File: config.mk
export PLATFORM = sky130hd
export DESIGN_NAME = decoder_scan_seq_flat
export DESIGN_NICKNAME = d
export VERILOG_FILES = /design/src/rtl/decoder_scan_seq_pkg.sv /design/src/rtl/decoder_scan_seq_if.sv /design/src/rtl/decoder_scan_seq_scan_next_row.sv /design/src/rtl/decoder_scan_seq.sv /design/src/flat_wrapper.sv
export SDC_FILE = /design/constraint.sdc
export NUM_CORES = 1
export LEC_CHECK = 0
export CAP_MARGIN = 20
export CORE_UTILIZATION = 49
export CTS_CLUSTER_SIZE = 20
export DETAILED_ROUTE_END_ITERATION = 6
export MAX_ROUTING_LAYER = met4
export PLACE_DENSITY = 0.7
export SLEW_MARGIN = 20
export SYNTH_ARGS = -nofsm -noshare
export SYNTH_HDL_FRONTEND = slang
export SYNTH_SLANG_ARGS = --single-unit
File: constraint.sdc
create_clock -name clk_i -period 5.4 [get_ports clk_i]
set_input_delay 0.81 -clock clk_i [delete_from_list [all_inputs] [get_ports clk_i]]
set_output_delay 0.81 -clock clk_i [all_outputs]
set_load 0.05 [all_outputs]
File: src/rtl/decoder_scan_seq_pkg.sv
// Shared types and sizes for the 3-to-8 decoder row-scan sequencer.
package decoder_scan_pkg;

  localparam int ROWS  = 8;
  localparam int ROW_W = 3;

  typedef enum logic [1:0] {
    IDLE  = 2'd0,
    BLANK = 2'd1,
    DRIVE = 2'd2
  } scan_state_e;

endpackage

File: src/rtl/decoder_scan_seq_if.sv
// Control and decoder-facing signals of the row-scan sequencer.
interface decoder_scan_seq_if #(
  parameter int DWELL_W = 16
);
  logic               start_i;
  logic               stop_i;
  logic [DWELL_W-1:0] dwell_i;
  logic [7:0]         row_mask_i;
  logic               select_a_o;
  logic               select_b_o;
  logic               select_c_o;
  logic               g1_en_o;
  logic               g2a_en_n_o;
  logic               g2b_en_n_o;
  logic               busy_o;
  logic               frame_done_o;

  modport master (
    output start_i, stop_i, dwell_i, row_mask_i,
    input  select_a_o, select_b_o, select_c_o,
    input  g1_en_o, g2a_en_n_o, g2b_en_n_o, busy_o, frame_done_o
  );

  modport slave (
    input  start_i, stop_i, dwell_i, row_mask_i,
    output select_a_o, select_b_o, select_c_o,
    output g1_en_o, g2a_en_n_o, g2b_en_n_o, busy_o, frame_done_o
  );
endinterface

File: src/rtl/decoder_scan_seq_scan_next_row.sv
// Row search over a scan mask: lowest set row, next set row above cur_row
// (wrapping to the lowest), and whether cur_row is the highest set row.
module scan_next_row
  import decoder_scan_pkg::*;
(
  input  logic [ROWS-1:0]  mask,
  input  logic [ROW_W-1:0] cur_row,
  output logic [ROW_W-1:0] next_row,
  output logic [ROW_W-1:0] first_row,
  output logic             is_last
);

  always_comb begin
    first_row = '0;
    next_row  = '0;
    is_last   = 1'b1;
    // Descending scans so the lowest qualifying row is the final assignment.
    for (int i = ROWS - 1; i >= 0; i--) begin
      if (mask[i]) first_row = ROW_W'(i);
    end
    next_row = first_row;
    for (int i = ROWS - 1; i >= 0; i--) begin
      if (mask[i] && (i > int'(cur_row))) begin
        next_row = ROW_W'(i);
        is_last  = 1'b0;
      end
    end
  end

endmodule

File: src/rtl/decoder_scan_seq.sv
// Row-scan sequencer driving the select lines and enables of a 74138-style
// decoder, with a blanking gap before every row so selects settle unseen.
//
// state | meaning
// IDLE  | not scanning; enables inactive, select holds last row
// BLANK | enables inactive, select = current row, BLANK_CYCLES long
// DRIVE | enables active for max(dwell, 1) cycles
module decoder_scan_seq
  import decoder_scan_pkg::*;
#(
  parameter int DWELL_W      = 16,
  parameter int BLANK_CYCLES = 2
) (
  input  logic              clk_i,
  input  logic              rst_n_i,
  decoder_scan_seq_if.slave bus
);

  localparam logic [1:0] S_IDLE  = IDLE;
  localparam logic [1:0] S_BLANK = BLANK;
  localparam logic [1:0] S_DRIVE = DRIVE;

  localparam logic [3:0] BLANK_LOAD = 4'(BLANK_CYCLES - 1);

  logic [1:0]         state;
  logic [ROW_W-1:0]   row;
  logic [ROWS-1:0]    mask_q;
  logic [3:0]         blank_cnt;
  logic [DWELL_W-1:0] dwell_cnt;
  logic [DWELL_W-1:0] dwell_load;
  logic               g1_q;
  logic               g2a_n_q;
  logic               g2b_n_q;
  logic               busy_q;
  logic               frame_done_q;

  logic [ROW_W-1:0]   next_row;
  logic [ROW_W-1:0]   first_cur;
  logic               is_last;
  logic [ROW_W-1:0]   first_new;
  logic [ROW_W-1:0]   next_new;
  logic               last_new;
  logic               unused_search;
  logic               new_mask_zero;

  scan_next_row u_cur_search (
    .mask      (mask_q),
    .cur_row   (row),
    .next_row  (next_row),
    .first_row (first_cur),
    .is_last   (is_last)
  );

  scan_next_row u_new_search (
    .mask      (bus.row_mask_i),
    .cur_row   ({ROW_W{1'b0}}),
    .next_row  (next_new),
    .first_row (first_new),
    .is_last   (last_new)
  );

  assign unused_search = ^{first_cur, next_new, last_new};
  assign new_mask_zero = (bus.row_mask_i == '0);

  // Counter holds dwell-1 so the terminal compare at zero gives max(dwell,1).
  assign dwell_load = (bus.dwell_i == '0) ? '0 : bus.dwell_i - DWELL_W'(1);

  always_ff @(posedge clk_i or negedge rst_n_i) begin
    if (!rst_n_i) begin
      state        <= S_IDLE;
      row          <= '0;
      mask_q       <= '0;
      blank_cnt    <= '0;
      dwell_cnt    <= '0;
      g1_q         <= 1'b0;
      g2a_n_q      <= 1'b1;
      g2b_n_q      <= 1'b1;
      busy_q       <= 1'b0;
      frame_done_q <= 1'b0;
    end else begin
      frame_done_q <= 1'b0;
      case (state)
        S_IDLE: begin
          if (bus.start_i && !new_mask_zero) begin
            state     <= S_BLANK;
            mask_q    <= bus.row_mask_i;
            row       <= first_new;
            blank_cnt <= BLANK_LOAD;
            busy_q    <= 1'b1;
          end
        end

        S_BLANK: begin
          if (bus.stop_i) begin
            state  <= S_IDLE;
            busy_q <= 1'b0;
          end else if (blank_cnt == 4'd0) begin
            state     <= S_DRIVE;
            dwell_cnt <= dwell_load;
            g1_q      <= 1'b1;
            g2a_n_q   <= 1'b0;
            g2b_n_q   <= 1'b0;
          end else begin
            blank_cnt <= blank_cnt - 4'd1;
          end
        end

        S_DRIVE: begin
          if (bus.stop_i) begin
            state   <= S_IDLE;
            busy_q  <= 1'b0;
            g1_q    <= 1'b0;
            g2a_n_q <= 1'b1;
            g2b_n_q <= 1'b1;
          end else if (dwell_cnt == '0) begin
            g1_q      <= 1'b0;
            g2a_n_q   <= 1'b1;
            g2b_n_q   <= 1'b1;
            blank_cnt <= BLANK_LOAD;
            if (is_last) begin
              // Frame boundary: pick up the live mask for the next frame.
              frame_done_q <= 1'b1;
              mask_q       <= bus.row_mask_i;
              if (new_mask_zero) begin
                state  <= S_IDLE;
                busy_q <= 1'b0;
              end else begin
                state <= S_BLANK;
                row   <= first_new;
              end
            end else begin
              state <= S_BLANK;
              row   <= next_row;
            end
          end else begin
            dwell_cnt <= dwell_cnt - DWELL_W'(1);
          end
        end

        default: begin
          state   <= S_IDLE;
          busy_q  <= 1'b0;
          g1_q    <= 1'b0;
          g2a_n_q <= 1'b1;
          g2b_n_q <= 1'b1;
        end
      endcase
    end
  end

  assign bus.select_a_o   = row[0];
  assign bus.select_b_o   = row[1];
  assign bus.select_c_o   = row[2];
  assign bus.g1_en_o      = g1_q;
  assign bus.g2a_en_n_o   = g2a_n_q;
  assign bus.g2b_en_n_o   = g2b_n_q;
  assign bus.busy_o       = busy_q;
  assign bus.frame_done_o = frame_done_q;

endmodule
File: src/flat_wrapper.sv
// flat-port wrapper written by rule: the top's interface ports become plain ports
module decoder_scan_seq_flat import decoder_scan_pkg::*;
#(
  parameter int DWELL_W      = 16,
  parameter int BLANK_CYCLES = 2
)
  (clk_i, rst_n_i, bus_start_i, bus_stop_i, bus_dwell_i, bus_row_mask_i, bus_select_a_o, bus_select_b_o, bus_select_c_o, bus_g1_en_o, bus_g2a_en_n_o, bus_g2b_en_n_o, bus_busy_o, bus_frame_done_o);
  decoder_scan_seq_if #(.DWELL_W(DWELL_W)) bus_i ();
  input  logic clk_i;
  input  logic rst_n_i;
  input wire logic [$bits(bus_i.start_i)-1:0] bus_start_i;
  input wire logic [$bits(bus_i.stop_i)-1:0] bus_stop_i;
  input wire logic [$bits(bus_i.dwell_i)-1:0] bus_dwell_i;
  input wire logic [$bits(bus_i.row_mask_i)-1:0] bus_row_mask_i;
  output wire logic [$bits(bus_i.select_a_o)-1:0] bus_select_a_o;
  output wire logic [$bits(bus_i.select_b_o)-1:0] bus_select_b_o;
  output wire logic [$bits(bus_i.select_c_o)-1:0] bus_select_c_o;
  output wire logic [$bits(bus_i.g1_en_o)-1:0] bus_g1_en_o;
  output wire logic [$bits(bus_i.g2a_en_n_o)-1:0] bus_g2a_en_n_o;
  output wire logic [$bits(bus_i.g2b_en_n_o)-1:0] bus_g2b_en_n_o;
  output wire logic [$bits(bus_i.busy_o)-1:0] bus_busy_o;
  output wire logic [$bits(bus_i.frame_done_o)-1:0] bus_frame_done_o;
  assign bus_i.start_i = bus_start_i;
  assign bus_i.stop_i = bus_stop_i;
  assign bus_i.dwell_i = bus_dwell_i;
  assign bus_i.row_mask_i = bus_row_mask_i;
  assign bus_select_a_o = bus_i.select_a_o;
  assign bus_select_b_o = bus_i.select_b_o;
  assign bus_select_c_o = bus_i.select_c_o;
  assign bus_g1_en_o = bus_i.g1_en_o;
  assign bus_g2a_en_n_o = bus_i.g2a_en_n_o;
  assign bus_g2b_en_n_o = bus_i.g2b_en_n_o;
  assign bus_busy_o = bus_i.busy_o;
  assign bus_frame_done_o = bus_i.frame_done_o;
  decoder_scan_seq #(.DWELL_W(DWELL_W), .BLANK_CYCLES(BLANK_CYCLES)) u_core (.clk_i(clk_i), .rst_n_i(rst_n_i), .bus(bus_i));
endmodule
# Word-level counts from Yosys, hierarchy flattened
# Index checks and enable logic that the tools add are counted.
[word_totals] ff_bits=37 inputBits=28 output_inout_bits=8 wordCells=142
[classes] n_addsub=3 order_cmp=7 eq_ne=16 mux=82 bitwise=1 n_reduce_logical=24
[op_table] op="2-to-1 mux 3 bit" n=28
[op_table] op="2-to-1 mux 16 bit" n=5
[op_table] op="logical NOT 16 bit" n=2
[op_table] op="2-to-1 mux 8 bit" n=4
[op_table] op="case mux 16 bit (2 select lines)" n=1
[op_table] op="subtractor 16 x 1 -> 16 bit, second input constant" n=2
[op_table] op="2-to-1 mux 1 bit" n=27
[op_table] op="2-to-1 mux 4 bit" n=5
[op_table] op="AND reduction 5 bit" n=4
[op_table] op="case mux 8 bit (2 select lines)" n=1
[op_table] op="> comparator 3 bit, first input constant" n=4
[op_table] op="inequality test 3 x 2 -> 1 bit, second input constant" n=4
[op_table] op="case mux 4 bit (3 select lines)" n=1
[op_table] op="2-to-1 mux 2 bit" n=5
[op_table] op="inequality test 2 bit, second input constant" n=5
[op_table] op="case mux 1 bit (3 select lines)" n=3
[op_table] op="logical AND 1 bit" n=8
[op_table] op="logical NOT 8 bit" n=1
[op_table] op="inequality test 2 x 1 -> 1 bit, second input constant" n=4
[op_table] op="> comparator 2 x 3 -> 1 bit, first input constant" n=2
[op_table] op="case mux 2 bit (3 select lines)" n=1
[op_table] op="case mux 3 bit (2 select lines)" n=1
[op_table] op="AND reduction 6 bit" n=1
[op_table] op="logical NOT 4 bit" n=1
[op_table] op="12 further kinds" n=13

# Logic depth before layout (Yosys ltp)
# Gate-level depths: netlist of the first run.
[logic_depth] depth_word=19 depth_mapped=10 ltp_nobuf=9

# By module
# A second synthesis of the first run with hierarchy kept.
[hier_totals] cells_unflattened=359 area_unflattened_um2=3091.7
[by_module_without_submodules] mod="decoder_scan_seq" n_inst=1 cells_each=262 area_per_inst_um2=2488.6 seq_area_each_um2=927.1
[by_module_without_submodules] mod="scan_next_row at u_core.u_new_search" n_inst=1 cells_each=48 area_per_inst_um2=302.8 seq_area_each_um2=0.0
[by_module_without_submodules] mod="scan_next_row at u_core.u_cur_search" n_inst=1 cells_each=49 area_per_inst_um2=300.3 seq_area_each_um2=0.0

# Worst setup path before layout of the first run
# OpenSTA, ideal clock, no wires.
[synth_path] kind="input -> register" start="in bus_dwell_i[4]" end="reg u_core.dwell_cnt[10]" setup_time_ps=126 arrival_time_ps=2497 t_required_ps=5274 setup_slack_ps=2777 path_stages=6 n_path_buf=0 cell_sequence="nor4_1 > nand3b_1 > o31ai_1 > o21bai_2 > nor2_1 > a221o_1"
[synth_between] elab_chain_cells=5 word_cells_on_any_way=6 cone_classes="add/sub (1); mux (4); reduce/logical (1)"
[synth_rtl] item="start, declared" line_no="flat_wrapper.sv:13" rtl="input wire logic [$bits(bus_i.dwell_i)-1:0] bus_dwell_i;"
[synth_rtl] item="subtractor 16 x 1 -> 16 bit / logical NOT 16 bit (equally long branches)" line_no="decoder_scan_seq.sv:66" rtl="assign dwell_load = (bus.dwell_i == '0) ? '0 : bus.dwell_i - DWELL_W'(1);"
[synth_rtl] item="2-to-1 mux 16 bit *" line_no="decoder_scan_seq.sv:66"
[synth_rtl] item="2-to-1 mux 16 bit *" line_no="decoder_scan_seq.sv:97" rtl="end else if (blank_cnt == 4'd0) begin"
[synth_rtl] item="2-to-1 mux 16 bit *" line_no="decoder_scan_seq.sv:94" rtl="if (bus.stop_i) begin"
[synth_rtl] item="case mux 16 bit (2 select lines) *" line_no="decoder_scan_seq.sv:82" rtl="case (state)"
[synth_rtl] item="end signal, assigned" line_no="decoder_scan_seq.sv:99" rtl="dwell_cnt <= dwell_load;"
[synth_rtl] item="end signal, assigned" line_no="decoder_scan_seq.sv:136" rtl="dwell_cnt <= dwell_cnt - DWELL_W'(1);"
[synth_rtl] item="end, declared" line_no="decoder_scan_seq.sv:29" rtl="logic [DWELL_W-1:0] dwell_cnt;"
# Every way passes the cells marked *; elsewhere a longest branch is shown, timed or not. The select of a mux whose other input is x is not followed.
# A chain may end at the register's enable or synchronous reset.

# Worst setup path in the final report of the first run
# Ends and elaborated chain as after synthesis.

==> results.md, run 1 <==
- Port Buffers: 35
- Arrival time worst endpoint: 3.30 ns
- Clk sinks: 37
- Status: completed
- Critical path endpoint category: flip-flop
- Clock Path Buffers: 2
- Register area: 927.1 um^2
- Post-route setup TNS: 0 ns
- FP Rows: 25
- Final-layout fill cell count: 418
- RD Place Congestion: 0.8764
- GRT overflow: 0
- Crit Path Class: primary input to flip-flop
- Vias in the first global route: 2161
- Die area: 5460 um^2
- Clock power frac: 13.4%
- Peak supply drop: 0.1743 mV
- Met2 WL: 2714 um
- Final Skew: 0.004950 ns
- Routed met3 length: 238 um
- First-pass GRT wire length: 9984 um
- Final Hold Fails: 0
- Main flop type after synthesis: dfrtp_1
- I/O pin cnt: 36
- Clk root buf: clkbuf_8
- Fin crit period: 3.119 ns
- Clock Latency Late Sink: 0.29 ns
- Routed vias/inst: 5.959
- RSZ-0062 raised after global routing: false
- Final worst slack: 2.281 ns
- Cts bufs inserted: 5
- Area grow syn2layout: 19.27%
- Synth Cell Area: 2532 um^2
- Initial Util: 52.23%
- Nets@finish: 359
- Comb pwr share: 47.1%
- TritonCTS clock tree: built
- Ant diodes: 0
- Startpoint types: primary input
- Required time of the worst setup path: 5.58 ns
- HPWL Detailed: 4371 um
- Crit path buf inv count: 1
- Top Metal Used: met4
- Number of DRC markers in iteration 0: 176
- Power Density: 474.8 nW/um^2
- Die width: 73.89 um
- Drt wl/cell: 14.71 um
- Asr flop ratio synth: 100.0%
- Psw: 0.6340 mW
- Slew headroom: 45.99%
- Worst-Margin Slew: 0.8101 ns
- Critical Path Max Stage Delay: 0.63 ns
- Leakage: 1.189 nW
- Quantity of hold-fixing buffers added after cts: 0
- Post-CTS Setup Bufs: 0
- Final setup fails: 0
- Max-cap violations: 0
- Detailed-route DRC error count: 0
- Routed WL: 5811 um
- Avg Cell Area, Syn: 8.703 um^2
- Fmax achieved: 320.6 MHz
- Slowest CP cell: o31ai_1
- Worst path cell trace: clkdlybuf4s50_1 > nor4_1 > nand3b_1 > o31ai_1 > o21bai_2 > nor2_1 > a221o_1
- Worst Hold Class: flip-flop to flip-flop
- Cells after Synth: 291
- Pint: 0.8002 mW
- Total core area: 4848 um^2
- Switching Share: 44.20%
- Post-synthesis sequential area ratio: 36.61%
- Initial antenna violation count: 0
- Post-cts sizing count: 0
- Syn_nets: 323
- Distinct cells, synth: 63
- Routed Antenna Nets: 0
- Clock transition at path regs: 0.08 ns
- Warnings from Yosys: 0
- Sequential Power Share: 39.5%
- Multi-input gate area: 1518 um^2
- Die Ht: 73.89 um
- Fin crit share: 57.75%
- All-Layer GR Usage: 24.63%
- Via count: 2354
- Router iterations before antenna repair: 4
- Largest net degree at the start of global routing: 38
- Fin. max-slew vios: 0
- Worst Path Max Fanout: 10
- DP Worst Slack: 1.922 ns
- FF+latch count, synth: 37
- Top cell family by delay on the critical path: compound AO/OA/AOI/OAI gates
- H-Tree Level Count: 2
- Metal-1 WL: 2719 um
- EDFF count, synth: 0
- Layout cells sized above 1: 9.146%
==> cell usage after synthesis (all sizes together), types with 2 or more instances <==
cell type	instances	share of area, %
mux2	9	5.2
nand3	5	0.99
o22a	4	1.4
nor3	13	2.6
nand2	27	4.0
ha	4	2.0
o21ai	28	5.5
or3	3	0.94
clkbuf	4	0.59
xor2	4	1.4
a21o	2	0.59
xnor2	10	3.5
o32a	2	0.79
o311ai	2	0.69
nor2	34	5.4
a211o	3	1.0
o22ai	6	1.5
o31ai	2	0.59
inv	15	2.2
or4	5	1.6
nor4b	3	1.0
a32oi	2	0.69
o211ai	3	0.89
nor4	11	3.6
a31oi	3	0.74
nand2b	7	1.7
a22o	2	0.69
a21oi	12	2.4
dfrtp	36	36
nor2b	5	1.2
buf	3	0.64
==> state kept, by name, summed over array words and instances (netlist names) <==
signal / cells
u_core.blank_cnt: 4
u_core.bus.busy_o: 1
u_core.bus.frame_done_o: 1
u_core.bus.g1_en_o: 1
u_core.bus.g2b_en_n_o: 1
u_core.dwell_cnt: 16
u_core.mask_q: 8
u_core.row: 3
u_core.state: 2
==> cell usage in the layout, fill, tap and decap left out, drive strengths merged, types with 6 or more instances in the layout <==
master,Yosys,layout
a21oi,12,12
clkbuf,4,6
clkdlybuf4s50,0,34
dfrtp,36,36
inv,15,15
mux2,9,9
nand2,27,27
nand2b,7,7
nor2,34,34
nor3,13,13
nor4,11,11
o21ai,28,28
o22ai,6,6
xnor2,10,10
==> area by class of cell <==
type,count,area share (%)
clock buffers,6,2.403
multi-input cells,232,50.25
flip-flops and latches,37,30.70
inverters,15,1.864
well taps,67,2.775
repair buffers,36,11.68
clock inverters,2,0.3314
==> power by group through the flow <==
stage	logic [mW]	registers (mW)	clock network [mW]
after detailed placement	0.674	0.566	0
after global routing	0.745	0.586	0.206
after CTS	0.676	0.563	0.195
after global placement	0.666	0.565	0
final	0.676	0.566	0.192
after floorplan	0.476	0.573	0
==> through the flow <==
stage / area [um^2] / power [mW] / hold WS, ns / utilization [%] / std cells
3_5_place_dp: 2938 / 1.240 / 0.5027 / 60.59 / 387
2_1_floorplan: 2532 / 1.048 / 0.4652 / - / 291
5_1_grt: 3020 / 1.538 / 0.5301 / 62.30 / 395
3_3_place_gp: 2938 / 1.230 / 0.4976 / 60.59 / 387
4_1_cts: 3020 / 1.434 / 0.5220 / 62.30 / 395
6_report: 3020 / 1.434 / 0.5118 / 62.30 / 395
==> cell families after synthesis <==
logic type               share of synthesized area (%)
AO/OA/AOI/OAI                                    23.37
AND/OR/NAND/NOR                                  24.56
adder cells (fa/ha/maj)                          1.976
flip-flops                                       36.61
XOR/XNOR                                         4.842
buffers and inverters                            3.458
multiplexers                                     5.188
==> per-layer routing <==
metal  GRT usage (%)  vias up
li1                -     1154
met1           30.85     1110
met2           39.55       77
met3           3.841       13
met4           10.26        0
met5               -        -
==> worst paths after layout <==
check                                    startpoint                   end  slack [ns]  cells past startpoint
worst max register to register  u_core.dwell_cnt[0]  u_core.dwell_cnt[10]        2.55                      8
worst min-delay path              u_core.bus.busy_o     u_core.bus.busy_o        0.51                      1
min in group asynchronous                   rst_n_i      u_core.mask_q[2]        0.60                      1
worst max-delay path                 bus_dwell_i[4]  u_core.dwell_cnt[10]        2.28                      7
max in group asynchronous                   rst_n_i       u_core.state[1]        4.28                      1
worst min register to register    u_core.bus.busy_o     u_core.bus.busy_o        0.51                      1
(Power assumes the default switching activity.)
==> run 2, diff against run 1 <==
==> constraint.sdc (replaced) <==
create_clock -name clk_i -period 2.87 [get_ports clk_i]
set_input_delay 0.4305 -clock clk_i [delete_from_list [all_inputs] [get_ports clk_i]]
set_output_delay 0.4305 -clock clk_i [all_outputs]
set_load 0.05 [all_outputs]
==> run 2 against run 1 <==
Flip-flop and latch count stayed put. Critical endpoint is now u_core.dwell_cnt[4]. Core utilization is 1.5 points higher. Design area is 2.4% higher. Clock skew is 0.0048 ns higher. Sequential share of layout area is 0.71 points lower. Non-clock buffer count is 9 higher. Hold slack worse by 0.28 ns. Combinational power is 94% higher. Wire length is 8.6% higher. Register-to-register slack worse by 2.3 ns. Final cell count is 2.3% higher. Largest cell class unchanged.
==> results.md, run 2 (synthesis gave the netlist of run 1 again) <==
- Status: completed
- Nets@finish: 368 (+2.5%)
- Routed vias/inst: 5.973 (+0.22%)
- Port Buffers: 35 (unchanged)
- Worst path cell trace: inv_1 > ha_1 > or3b_2 > or4_1 > o21ai_0 > nor3_1 > a211o_1
- Worst Path Max Fanout: 4 (-6)
- GRT overflow: 0 (unchanged)
- Layout cells sized above 1: 11.87% (+2.7 points)
- Final Hold Fails: 0 (unchanged)
- Fin. max-slew vios: 0 (unchanged)
- Slowest CP cell: or4_1
- Clk sinks: 37 (unchanged)
- Largest net degree at the start of global routing: 38 (unchanged)
- Fin area: 3092 um^2 (+2.4%)
- RSZ-0062 raised after global routing: false
- Post-cts sizing count: 0 (unchanged)
- Start point of the critical path: u_core.dwell_cnt[0]
- Vias in the first global route: 2351 (+8.8%)
- Fin crit period: 2.596 ns
- Largest Register: u_core.dwell_cnt
- Initial antenna violation count: 0 (unchanged)
- First-pass GRT wire length: 10830 um (+8.4%)
- Detailed-route DRC error count: 0 (unchanged)
- Worst-Margin Slew: 0.8325 ns (+0.02242 ns)
- Ant diodes: 0 (unchanged)
- Commonest non-fill, non-tap cell in the layout: dfrtp_1
- RD Place Congestion: 0.8882 (+1.3%)
- Final setup fails: 0 (unchanged)
- Peak supply drop: 0.3401 mV (+95%)
- Quantity of hold-fixing buffers added after cts: 0 (unchanged)
- Power Density: 889.0 nW/um^2 (+87%)
- Clk root buf: clkbuf_8
- Clock Latency Late Sink: 0.29 ns (about the same)
- I/O pin cnt: 36 (unchanged)
- Total core area: 4848 um^2 (unchanged)
- Final-layout fill cell count: 461 (+10%)
- R2R Path End: u_core.dwell_cnt[4]
- Router iterations before antenna repair: 4 (unchanged)
- Required time of the worst setup path: 3.05 ns (-2.53 ns)
- Most frequent cells in the layout: 36 x dfrtp_1, 34 x clkdlybuf4s50_1, 32 x nor2_1
- R2r worst-path depth: 7 (-1)
- Clock Path Buffers: 2 (unchanged)
- Drt wl/cell: 15.63 um (+6.2%)
- Crit Reg-Reg Startpoint: u_core.dwell_cnt[0]
- Crit Path Class: flip-flop to flip-flop
- Initial Util: 52.23% (unchanged)
- Leakage: 1.233 nW (+3.7%)
- H-Tree Level Count: 2 (unchanged)
- Critical Path Max Stage Delay: 0.55 ns (-0.08 ns)
- Post-route setup TNS: 0 ns (unchanged)
- FP Rows: 25 (unchanged)
- Worst R2R Setup Slack: 0.27 ns (-2.28 ns)
- Max-cap violations: 0 (unchanged)
- Die area: 5460 um^2 (unchanged)
- Final Skew: 0.009718 ns (+0.004768 ns)
- Slew headroom: 44.50% (-1.5 points)
- Top Registers: u_core.dwell_cnt x16, u_core.mask_q x8, u_core.blank_cnt x4
- Crit path buf inv count: 1 (unchanged)
- Cts bufs inserted: 5 (unchanged)
- Fmax achieved: 385.2 MHz
- Clock transition at path regs: 0.08 ns (about the same)
- Routed Antenna Nets: 0 (unchanged)
- Arrival time worst endpoint: 2.77 ns (-0.53 ns)
- Worst Hold Class: primary input to asynchronous set/reset pin
- Top cell family by delay on the critical path: simple AND/OR/NAND/NOR gates
- Via count: 2413 (+2.5%)
- Routed WL: 6313 um (+8.6%)
- Startpoint types: flip-flop
- Fin crit share: 90.46%
- Placed cell area: 3005 um^2 (+2.3%)
- TritonCTS clock tree: built
- Area grow syn2layout: 22.09%
- Critical path endpoint category: flip-flop
- HPWL Detailed: 4795 um (+9.7%)
- Die Ht: 73.89 um (unchanged)
- All-Layer GR Usage: 26.88% (+2.2 points)
- Number of DRC markers in iteration 0: 187 (+6.3%)
- Die width: 73.89 um (unchanged)
- Max reg flops: 16 (unchanged)
- Post-CTS Setup Bufs: 0 (unchanged)
run 2: how the worst max path moves through the flow:
stage / depth (start not counted) / endpoint / slack (ns)
2_1_floorplan: 9 / u_core.dwell_cnt[10] / 0.40
6_report: 7 / u_core.dwell_cnt[4] / 0.27
4_1_cts: 7 / u_core.dwell_cnt[4] / 0.27
3_5_place_dp: 7 / u_core.row[2] / 0.10
5_1_grt: 7 / u_core.dwell_cnt[8] / 0.14
3_3_place_gp: 7 / u_core.row[2] / 0.26
run 2: per-layer routing:
layer	global-route usage [%]	share of wire [%]
met2	45.87	51
met4	8.761	1.4
met1	32.22	43
met3	4.390	4.3
met5	-	0
run 2: final cells by class:
| class | count | area, um^2 | area share [%] |
|---|---|---|---|
| Clock buffer | 5 | 68.82 | 2.226 |
| Clock inverter | 3 | 17.52 | 0.5666 |
| Inverter | 15 | 56.30 | 1.821 |
| Multi-Input combinational cell | 232 | 1518 | 49.09 |
| Sequential cell | 37 | 927.1 | 29.99 |
| Tap cell | 67 | 83.83 | 2.711 |
| Timing Repair Buffer | 45 | 420.4 | 13.60 |
run 2: power by group:
part / switching, mW / internal (mW)
Sequential: 0.312 / 0.757
Clock: 0.203 / 0.168
Combinational: 0.711 / 0.597
run 2: stage by stage:
step | cells | power, mW | setup slack, ns | util [%] | hold slack [ns]
floorplan | 291 | 1.972 | 0.4026 | - | 0.1349
global placement | 396 | 2.341 | 0.2582 | 61.99 | 0.4865
detailed placement | 396 | 2.370 | 0.1032 | 61.99 | 0.4982
CTS | 404 | 2.742 | 0.2733 | 63.77 | 0.2711
global route | 404 | 2.944 | 0.1380 | 63.77 | 0.3143
finish | 404 | 2.749 | 0.2737 | 63.77 | 0.2324
